File: src/rtl/load_ext_ctrl.sv
// RV32I load-unit controller: one or two word reads over a req/ack port, then
// byte/halfword/word selection with sign or zero extension.
module load_ext_ctrl #(
    parameter bit SPLIT_EN = 1'b1
) (
    input  logic        clk,
    input  logic        rst_n,
    input  logic        req_valid,
    output logic        req_ready,
    input  logic [31:0] req_addr,
    input  logic [2:0]  req_funct3,
    output logic        mem_req,
    output logic [31:0] mem_addr,
    input  logic        mem_ack,
    input  logic [31:0] mem_rdata,
    output logic        rsp_valid,
    output logic [31:0] rsp_data,
    output logic        rsp_err,
    output logic [1:0]  fsm_state
);

    // Handshakes: a request transfers on a rising edge where req_valid && req_ready;
    // a memory read completes on a rising edge where mem_req && mem_ack, and
    // mem_req/mem_addr hold steady until then; rsp_valid is a one-cycle strobe
    // with no backpressure.
    localparam logic [1:0] IDLE = 2'd0;
    localparam logic [1:0] ACC0 = 2'd1;
    localparam logic [1:0] ACC1 = 2'd2;
    localparam logic [1:0] RESP = 2'd3;

    logic [1:0]  state;
    logic [1:0]  off_q;
    logic [2:0]  funct3_q;
    logic        err_q;
    logic        cross_q;
    logic [31:0] lo_q;
    logic [23:0] hi_q;

    logic        f3_legal;
    logic        req_cross;
    logic [31:0] win_word;
    logic [31:0] ext_data;

    assign req_ready = (state == IDLE);
    assign fsm_state = state;

    always_comb begin
        f3_legal = 1'b0;
        case (req_funct3)
            3'b000, 3'b001, 3'b010, 3'b100, 3'b101: f3_legal = 1'b1;
            default:                                f3_legal = 1'b0;
        endcase
        req_cross = ((req_funct3[1:0] == 2'b01) && (req_addr[1:0] == 2'b11)) ||
                    ((req_funct3 == 3'b010) && (req_addr[1:0] != 2'b00));
    end

    // Only the low three bytes of the second word can ever reach the result.
    always_comb begin
        win_word = lo_q;
        case (off_q)
            2'd0:    win_word = lo_q;
            2'd1:    win_word = {hi_q[7:0],  lo_q[31:8]};
            2'd2:    win_word = {hi_q[15:0], lo_q[31:16]};
            default: win_word = {hi_q[23:0], lo_q[31:24]};
        endcase
        ext_data = win_word;
        case (funct3_q)
            3'b000:  ext_data = {{24{win_word[7]}},  win_word[7:0]};
            3'b001:  ext_data = {{16{win_word[15]}}, win_word[15:0]};
            3'b100:  ext_data = {24'd0, win_word[7:0]};
            3'b101:  ext_data = {16'd0, win_word[15:0]};
            default: ext_data = win_word;
        endcase
    end

    always_ff @(posedge clk) begin
        if (!rst_n) begin
            state     <= IDLE;
            mem_req   <= 1'b0;
            mem_addr  <= 32'd0;
            rsp_valid <= 1'b0;
            rsp_err   <= 1'b0;
            rsp_data  <= 32'd0;
            off_q     <= 2'd0;
            funct3_q  <= 3'd0;
            err_q     <= 1'b0;
            cross_q   <= 1'b0;
            lo_q      <= 32'd0;
            hi_q      <= 24'd0;
        end else begin
            rsp_valid <= 1'b0;
            case (state)
                IDLE: begin
                    if (req_valid) begin
                        off_q    <= req_addr[1:0];
                        funct3_q <= req_funct3;
                        cross_q  <= req_cross;
                        hi_q     <= 24'd0;
                        if (!f3_legal || (req_cross && !SPLIT_EN)) begin
                            err_q <= 1'b1;
                            state <= RESP;
                        end else begin
                            err_q    <= 1'b0;
                            mem_req  <= 1'b1;
                            mem_addr <= {req_addr[31:2], 2'b00};
                            state    <= ACC0;
                        end
                    end
                end
                ACC0: begin
                    if (mem_req && mem_ack) begin
                        lo_q <= mem_rdata;
                        if (cross_q) begin
                            mem_addr <= mem_addr + 32'd4;
                            state    <= ACC1;
                        end else begin
                            mem_req <= 1'b0;
                            state   <= RESP;
                        end
                    end
                end
                ACC1: begin
                    if (mem_req && mem_ack) begin
                        hi_q    <= mem_rdata[23:0];
                        mem_req <= 1'b0;
                        state   <= RESP;
                    end
                end
                default: begin
                    rsp_valid <= 1'b1;
                    rsp_err   <= err_q;
                    rsp_data  <= err_q ? 32'd0 : ext_data;
                    state     <= IDLE;
                end
            endcase
        end
    end

endmodule

File: config.mk
export PLATFORM = sky130hd
export DESIGN_NAME = load_ext_ctrl
export DESIGN_NICKNAME = d
export VERILOG_FILES = /design/src/rtl/load_ext_ctrl.sv
export SDC_FILE = /design/constraint.sdc
export NUM_CORES = 1
export LEC_CHECK = 0
export BUFFER_PORTS_ARGS = -buffer_cell sky130_fd_sc_hd__buf_2
export CAP_MARGIN = 20
export CORE_MARGIN = 8
export CORE_UTILIZATION = 46
export CTS_CLUSTER_DIAMETER = 40
export DETAILED_ROUTE_END_ITERATION = 12
export PLACE_DENSITY = 0.75
export SYNTH_ARGS = -nofsm -noshare
export SYNTH_HDL_FRONTEND = slang
export SYNTH_SLANG_ARGS = --single-unit
File: constraint.sdc
create_clock -name clk -period 2.5 [get_ports clk]
set_input_delay 0.5 -clock clk [delete_from_list [all_inputs] [get_ports clk]]
set_output_delay 0.5 -clock clk [all_outputs]
set_load 0.02 [all_outputs]
After elaboration in Yosys (flattened, before gate mapping). Index checks and enable logic that the tools add are counted.

Output and inout port bits: 70. Register bits: 132. Logic and storage cells: 78. Bits of input ports: 71.

Eq/ne operators: 19. Reductions and logical operators: 20. $add $sub $neg: 1. Multiplexer cells: 26.

Operator list (number): 32-bit two-way mux (5); 32-bit case mux with 4 select lines (1); 32-bit case mux with 3 select lines (1); 32-bit case mux with 2 select lines (1); 24-bit two-way mux (2); 24-bit case mux with 2 select lines (1); 32-bit by 3-bit adder with 32-bit output, second input constant (1); 3-bit == test, second input constant (4); 2-bit inequality test, second input constant (5); 1-bit two-way mux (9); 2-bit two-way mux (4); 2-bit by 1-bit == test with 1-bit output, second input constant (3); 2-bit == test, second input constant (3); 3-bit by 1-bit == test with 1-bit output, second input constant (2); 3-bit zero test (2); 2-bit case mux with 3 select lines (1); 3-bit AND reduction (2); 6-bit AND reduction (1); 2-bit nonzero test (3); 5-bit AND reduction (1); 5-bit OR reduction (1); 2-bit zero test (2); 2-bit AND reduction (2); 3-bit by 2-bit == test with 1-bit output, second input constant (1); other kinds (6) (8).

Depth between registers and ports, before layout. Gate-level depths: netlist (run 1).

Depth in word-level cells: 6. Gate-level depth with buffers: 9. Depth with buffers taken out: 6.

Worst setup path after synthesis (run 1). Ideal clock, no wire load.

Kind: reg-to-reg. Start point: reg state[0], in the netlist fsm_state[0]. End point: reg mem_addr[28]. Buffers on the path: 1. Setup time: 133 ps. Cell stages (with the launch flop): 8. Path slack: 218 ps. Arrival: 2150 ps. Clock period less this slack: 2282 ps. Cells stage by stage: dfxtp_1 inv_1 ha_1 o211a_1 a211oi_2 buf_2 mux2i_1 a31oi_1.

Word-level cells in the longest chain between the ends: 3.

RTL lines: start: declaration (line 31) `logic [1:0] state;`; start signal: assignment (line 78) `state <= IDLE;`; start signal: assignment (line 101) `state <= RESP;`; start signal: assignment (line 106) `state <= ACC0;`; 2-bit zero test *; via req_ready (line 9) `output logic req_ready,`; 2-bit by 1-bit inequality test with 1-bit output (no line), or another cell as far along; 5-bit AND reduction (no line); end signal: assignment (line 105) `mem_addr <= {req_addr[31:2], 2'b00};`; end signal: assignment (line 114) `mem_addr <= mem_addr + 32'd4;`; end: declaration (line 13) `output logic [31:0] mem_addr,`.

Mark *: on every way through the listed nets, which the timed path passes. The rest lies on a longest branch. A chain may end at the register's enable or synchronous reset.

Final worst setup path (run 1).
Start point: reg state[0], in the netlist fsm_state[0]. End point: reg mem_addr[22].

Word-level cells in the longest chain between the ends: 3.

RTL lines: 2-bit by 1-bit == test with 1-bit output / 2-bit zero test (equally long branches) (line 92) `case (state)`; 2-bit inequality test (no line), or another cell as far along; 5-bit AND reduction (no line).

Several ways; a longest one is shown, not always the timed one.

==> flow_metrics.env, run 1 <==
export IMPL_drive_gt1_frac=0.291
export IMPL_netSwitchingFraction=0.383
export IMPL_layout_common_cells="138 x buf_2, 129 x dfxtp_1, 107 x nand2_1"
export IMPL_p_switching_mw=2.99
export IMPL_fin_worst_skew_ns=0.0124
export IMPL_status="finished, final reports clean"
export IMPL_avgSynthCellArea_um2=8.88
export IMPL_hold_buffers=0
export IMPL_grt_max_degree=75
export IMPL_num_rows=43
export IMPL_ctsHtreeMaxLevel=4
export IMPL_synthToLayoutAreaGrowth_pct=22.6
export IMPL_dp_hpwl_um=13800
export IMPL_grt_usage=0.209
export IMPL_dp_cells=1020
export IMPL_hold_violations=0
export IMPL_fp_coreArea_um2=13900
export IMPL_first_pass_iters=5
export IMPL_ant_nets=0
export IMPL_period_needed_ns=2.25
export IMPL_pwr_share_clk=0.306
export IMPL_rsz0062_at_grt="no"
export IMPL_tightest_slew_ns=0.776
export IMPL_clk_latency_ns=0.43
export IMPL_final_max_slew_viol_count=0
export IMPL_synth_area_um2=6560
export IMPL_setup_slack_ns=0.246
export IMPL_nFillCells=1252
export IMPL_cts_resized=0
export IMPL_cts_clk_slew_worst_paths_ns=0.06
export IMPL_layout_cells_non_filler=1054
export IMPL_internal_power_mw=4.83
export IMPL_p_leak_nw=3.11
export IMPL_async_flop_share=0
export IMPL_yosysSeqAreaShare=0.397
export IMPL_dp_worst_setup_slack_ns=0.186
export IMPL_die_y_um=135
export IMPL_synth_cell_types=65
export IMPL_cts_root_buf="clkbuf_16"
export IMPL_endpoint_kind="flop"
export IMPL_setup_viol=0
export IMPL_yosysWarnings=0
export IMPL_syn_inst=738
export IMPL_max_cap_viol_count=0
export IMPL_cts_tree="done"
export IMPL_clockBufferDepth=2
export IMPL_totalNegativeSetupSlack_ns=0
export IMPL_power_share_combinational=0.354
export IMPL_max_freq_ghz=0.444
export IMPL_fin_nets=936
export IMPL_hold_class="primary input to flop"
export IMPL_cts_buffers=17
export IMPL_worstPathMaxFanout=19
export IMPL_grt_overflow_total=0
export IMPL_synth_seq_cells=130
export IMPL_viasPerCell=5.95
export IMPL_ioPinCount=141
export IMPL_vias=6270
export IMPL_cp_required_ns=2.83
export IMPL_cts_sinks=130
export IMPL_die_x_um=135
export IMPL_cts_setup_buffers=0
export IMPL_drc=0
export IMPL_worstPathArrival_ns=2.58
export IMPL_drt_iter0_drc=671
export IMPL_wl_per_cell_um=18.4
export IMPL_peakVddDrop_mv=0.572
export IMPL_grt_pass1_vias=5735
export IMPL_slew_headroom=0.482
export IMPL_crit_path_start_kind="flop"
export IMPL_power_density_nw_per_um2=973
export IMPL_layout_commonest_cell="buf_2"
export IMPL_crit_type="flop to flop"
export IMPL_antenna_found_initial=1
export IMPL_gp_congestion=0.865
export IMPL_drt_total_wl_um=19400
export IMPL_synthFlopType="dfxtp_1"
export IMPL_grt_pass1_wl_um=30800
export IMPL_start_util=0.472
export IMPL_dieArea_um2=18300
export IMPL_period_share=0.902
export IMPL_io_buffers=138
export IMPL_synth_edff_count=0
export IMPL_p_seq_frac=0.340
## through the flow
step / hold WS (ns) / power, mW / util / area (um2)
2_1_floorplan: 0.433 / 4.56 / - / 6560
3_3_place_gp: 0.435 / 5.38 / 0.537 / 7450
3_5_place_dp: 0.441 / 5.43 / 0.537 / 7450
4_1_cts: 0.301 / 7.82 / 0.578 / 8030
5_1_grt: 0.319 / 8.21 / 0.579 / 8040
6_report: 0.315 / 7.82 / 0.579 / 8040
## path summary, 6_finish.rpt
| kind | startpoint | to | slack (ns) | cells past startpoint |
|---|---|---|---|---|
| max | fsm_state[0] | mem_addr[22] | 0.25 | 7 |
| min | mem_rdata[25] | lo_q[25] | 0.31 | 3 |
| max reg2reg | fsm_state[0] | mem_addr[22] | 0.25 | 7 |
| min reg2reg | rsp_data[15] | rsp_data[15] | 0.45 | 2 |
## registers in the layout (all words and copies together) (netlist names)
signal     cells
off_q          2
rsp_err        1
err_q          1
mem_addr      30
mem_req        1
lo_q          32
rsp_data      32
hi_q          24
funct3_q       3
rsp_valid      1
fsm_state      2
cross_q        1
## synthesized netlist by cell type, types with 6 or more instances
master	instances	area, um2
nor2_1	56	210
o21ai_0	27	135
a22oi_1	33	248
inv_1	6	22.5
nor4_1	6	37.5
mux2i_1	13	130
nor2b_1	10	62.6
o211ai_1	6	45.0
a31oi_1	7	43.8
nand3_1	17	85.1
nand4_1	10	62.6
nor3_1	8	40.0
nand2_1	107	402
a22o_1	9	78.8
a211oi_1	9	67.6
nand2b_1	17	106
clkbuf_1	51	191
buf_2	6	30.0
dfxtp_1	130	2600
a21oi_1	73	365
mux4_2	29	653
## critical path: stages, from the launching register on
cell and delay, ns:
dfxtp_1 0.39, inv_1 0.09, ha_1 0.30, o211a_1 0.22
a211o_1 0.39, buf_4 0.25, a311o_1 0.28, a221oi_1 0.25
## cell families (layout without fill, tap and decap cells)
kind of cell | Yosys count | count (layout) | share of synthesized area
AOI/OAI and AO/OA | 216 | 216 | 0.219
adders and majority gates | 5 | 5 | 0.00954
DFF | 130 | 130 | 0.397
buffers and inverters | 72 | 206 | 0.0452
xor gates and xnor gates | 1 | 1 | 0.00134
and+or+nand+nor | 266 | 266 | 0.199
muxes | 47 | 47 | 0.128
other | 1 | 3 | 0.000572
## cell type report
type,instances,area (um2),area share
multi-input cells,537,3680,0.458
flip-flops and latches,130,2600,0.324
repair buffers,168,928,0.115
clock buffers,21,470,0.0585
well taps,180,225,0.0280
clock inverters,11,104,0.0129
inverters,6,22.5,0.00280
diodes,1,2.50,0.000311
## power groups by stage
| stage | combinational (mW) | sequential, mW | clock, mW |
|---|---|---|---|
| after floorplan | 1.68 | 2.88 | 0 |
| after global placement | 2.70 | 2.68 | 0 |
| after detailed placement | 2.74 | 2.69 | 0 |
| after CTS | 2.75 | 2.65 | 2.42 |
| after global routing | 3.00 | 2.70 | 2.51 |
| final | 2.77 | 2.66 | 2.39 |
## layer usage
metal  track usage  wire length, um  vias up
met5             0                0        -
li1              -                -     2986
met4        0.0685              333        0
met1         0.277             8400     2967
met3        0.0560             1670       35
met2         0.324             8970      282
Power figures use the tool's default switching activity.
==> run 2: changes to the inputs <==
Settings changed: GPL_TIMING_DRIVEN set to 0.
==> run 2 against run 1 <==
  * Largest power group unchanged
  * Critical endpoint is now hi_q[5]
  * Final cell count up 3.4%
  * Global-route usage up 3.1 points
  * Critical path type unchanged
  * Register-to-register slack worse by 0.10 ns
  * Worst hold slack worse by 0.020 ns
  * Wire length up 15%
  * Sequential power about the same
  * Design area up 0.51%
  * Worst setup slack worse by 0.10 ns
  * Highest routed layer unchanged
  * Critical path depth unchanged
  * First-iteration DRC count up 26%
==> flow_metrics.env, run 2 (same netlist as run 1, synthesis figures left out) <==
export IMPL_worstPathCellList="inv_1 -> ha_1 -> nor2b_2 -> nor3b_2 -> clkbuf_1 -> a22oi_1 -> nor2_1"
export IMPL_crit_type="flop to flop"
export IMPL_fp_coreArea_um2=13900
export IMPL_clockBufferDepth=2
export IMPL_tightest_slew_ns=0.718
export IMPL_grt_util_met2=0.364
export IMPL_max_cap_viol_count=0
export IMPL_totalNegativeSetupSlack_ns=0
export IMPL_drc=0
export IMPL_rsz0062_at_grt="no"
export IMPL_reg_largest_list="lo_q x32, rsp_data x32, mem_addr x30"
export IMPL_internal_power_mw=4.66
export IMPL_drt_iter0_drc=843
export IMPL_cts_sinks=130
export IMPL_antenna_found_initial=0
export IMPL_cts_buffers=17
export IMPL_dieArea_um2=18300
export IMPL_grt_overflow_total=0
export IMPL_pwr_share_clk=0.293
export IMPL_cts_root_buf="clkbuf_16"
export IMPL_gr_max_usage_layer="met2"
export IMPL_drt_total_wl_um=22400
export IMPL_slowest_stage="clkbuf_1"
export IMPL_cts_tree="done"
export IMPL_viasPerCell=6.18
export IMPL_die_x_um=135
export IMPL_status="finished, final reports clean"
export IMPL_grt_pass1_wl_um=34300
export IMPL_final_max_slew_viol_count=0
export IMPL_start_util=0.472
export IMPL_antenna_cells=0
export IMPL_final_area_um2=8080
export IMPL_fin_nets=973
export IMPL_layout_common_cells="143 x buf_2, 130 x dfxtp_1, 107 x nand2_1"
export IMPL_worstPathMaxFanout=10
export IMPL_ctsHtreeMaxLevel=4
export IMPL_setup_slack_ns=0.142
export IMPL_max_freq_ghz=0.424
export IMPL_first_pass_iters=6
export IMPL_grt_max_degree=17
export IMPL_layout_commonest_cell="buf_2"
export IMPL_p_leak_nw=3.12
export IMPL_dp_hpwl_um=16100
export IMPL_io_buffers=137
export IMPL_cts_clk_slew_worst_paths_ns=0.06
export IMPL_wl_per_cell_um=20.5
export IMPL_synthToLayoutAreaGrowth_pct=23.2
export IMPL_num_rows=43
export IMPL_path_buf_inv=2
export IMPL_gr_usage_met3=0.0664
export IMPL_drive_gt1_frac=0.262
export IMPL_dp_worst_setup_slack_ns=-0.152
export IMPL_hold_violations=0
export IMPL_ioPinCount=141
export IMPL_fin_worst_skew_ns=0.0117
export IMPL_max_stage_delay_ns=0.49
export IMPL_worstPathArrival_ns=2.72
export IMPL_p_seq_frac=0.336
export IMPL_p_switching_mw=3.29
export IMPL_cp_required_ns=2.86
export IMPL_r2r_setup_slack_ns=0.14
export IMPL_setup_viol=0
export IMPL_endpoint_kind="flop"
export IMPL_die_y_um=135
export IMPL_period_share=0.943
export IMPL_hold_class="primary input to flop"
export IMPL_clk_latency_ns=0.44
export IMPL_netSwitchingFraction=0.414
export IMPL_critPathTopFamily="simple AND/OR/NAND/NOR gates"
export IMPL_crit_path_start_kind="flop"
export IMPL_period_needed_ns=2.36
export IMPL_vias=6736
export IMPL_grt_usage=0.240
export IMPL_grt_pass1_vias=6160
export IMPL_placed_area_um2=7470
export IMPL_slew_headroom=0.521
export IMPL_gp_congestion=0.915
export IMPL_gr_usage_met1=0.322
export IMPL_ant_nets=0
export IMPL_peakVddDrop_mv=0.562
export IMPL_power_share_combinational=0.370
export IMPL_power_density_nw_per_um2=983
==> run 2: cell types whose count changed in the layout (fill, tap and decap cells not counted), moves of 2 or more <==
cell	delta
clkbuf_1	+46
buf_4	-22
buf_2	+5
clkbuf_2	+5
buf_1	+4
inv_6	+4
clkbuf_8	-3
inv_8	+2
nor4_2	-2
nor4_4	+2
==> run 2: cell type report <==
type                    count  area [um2]
clock buffers              18         429
clock inverters            14         118
fillers                  1246        5800
flip-flops and latches    130        2600
inverters                   6        22.5
well taps                 180         225
repair buffers            139         701
multi-input cells         537        3700
plain buffers              66         280
==> run 2: path summary, 6_finish.rpt <==
| path | startpoint | to | cells after the start |
|---|---|---|---|
| max | fsm_state[0] | hi_q[5] | 7 |
| min | mem_rdata[27] | lo_q[27] | 3 |
| max reg2reg | fsm_state[0] | hi_q[5] | 7 |
| min reg2reg | rsp_data[15] | rsp_data[15] | 2 |
==> run 2: power groups by stage <==
stage | Sequential, mW | Combinational, mW | Clock [mW]
global placement | 2.70 | 2.79 | 0
floorplan | 2.88 | 1.68 | 0
finish | 2.67 | 2.94 | 2.33
global route | 2.72 | 3.13 | 2.43
CTS | 2.66 | 2.84 | 2.34
detailed placement | 2.70 | 2.80 | 0
==> run 2: per-layer routing <==
metal  wire length, um  up-vias
met2             10200      424
met3              2440       58
met4               515        0
met1              9260     3184
met5                 0        -
li1                  -     3070
==> run 2: stage by stage <==
stage / instances / total power [mW] / hold WS, ns / utilization
after floorplan: 739 / 4.56 / 0.433 / -
after global placement: 1056 / 5.48 / 0.437 / 0.538
after detailed placement: 1056 / 5.50 / 0.447 / 0.538
after CTS: 1088 / 7.84 / 0.293 / 0.579
after global routing: 1090 / 8.27 / 0.312 / 0.582
final: 1090 / 7.95 / 0.295 / 0.582
==> run 2: what timing repair did <==
| item | 4_1_cts | 5_1_grt |
|---|---|---|
| setup buffers | 0 | 2 |
| pin swaps | 0 | 1 |
| hold endpoints to repair | 0 | 0 |
| resized for setup | 4 | 12 |
| hold buffers | 0 | 0 |
| endpoints found under the setup margin | 26 | 39 |
==> run 2: worst min-delay path: cells and delay by family <==
family,cells,cell delay [ns]
compound gates,1,0.05
buf+inv,1,0.09
simple gates,1,0.04
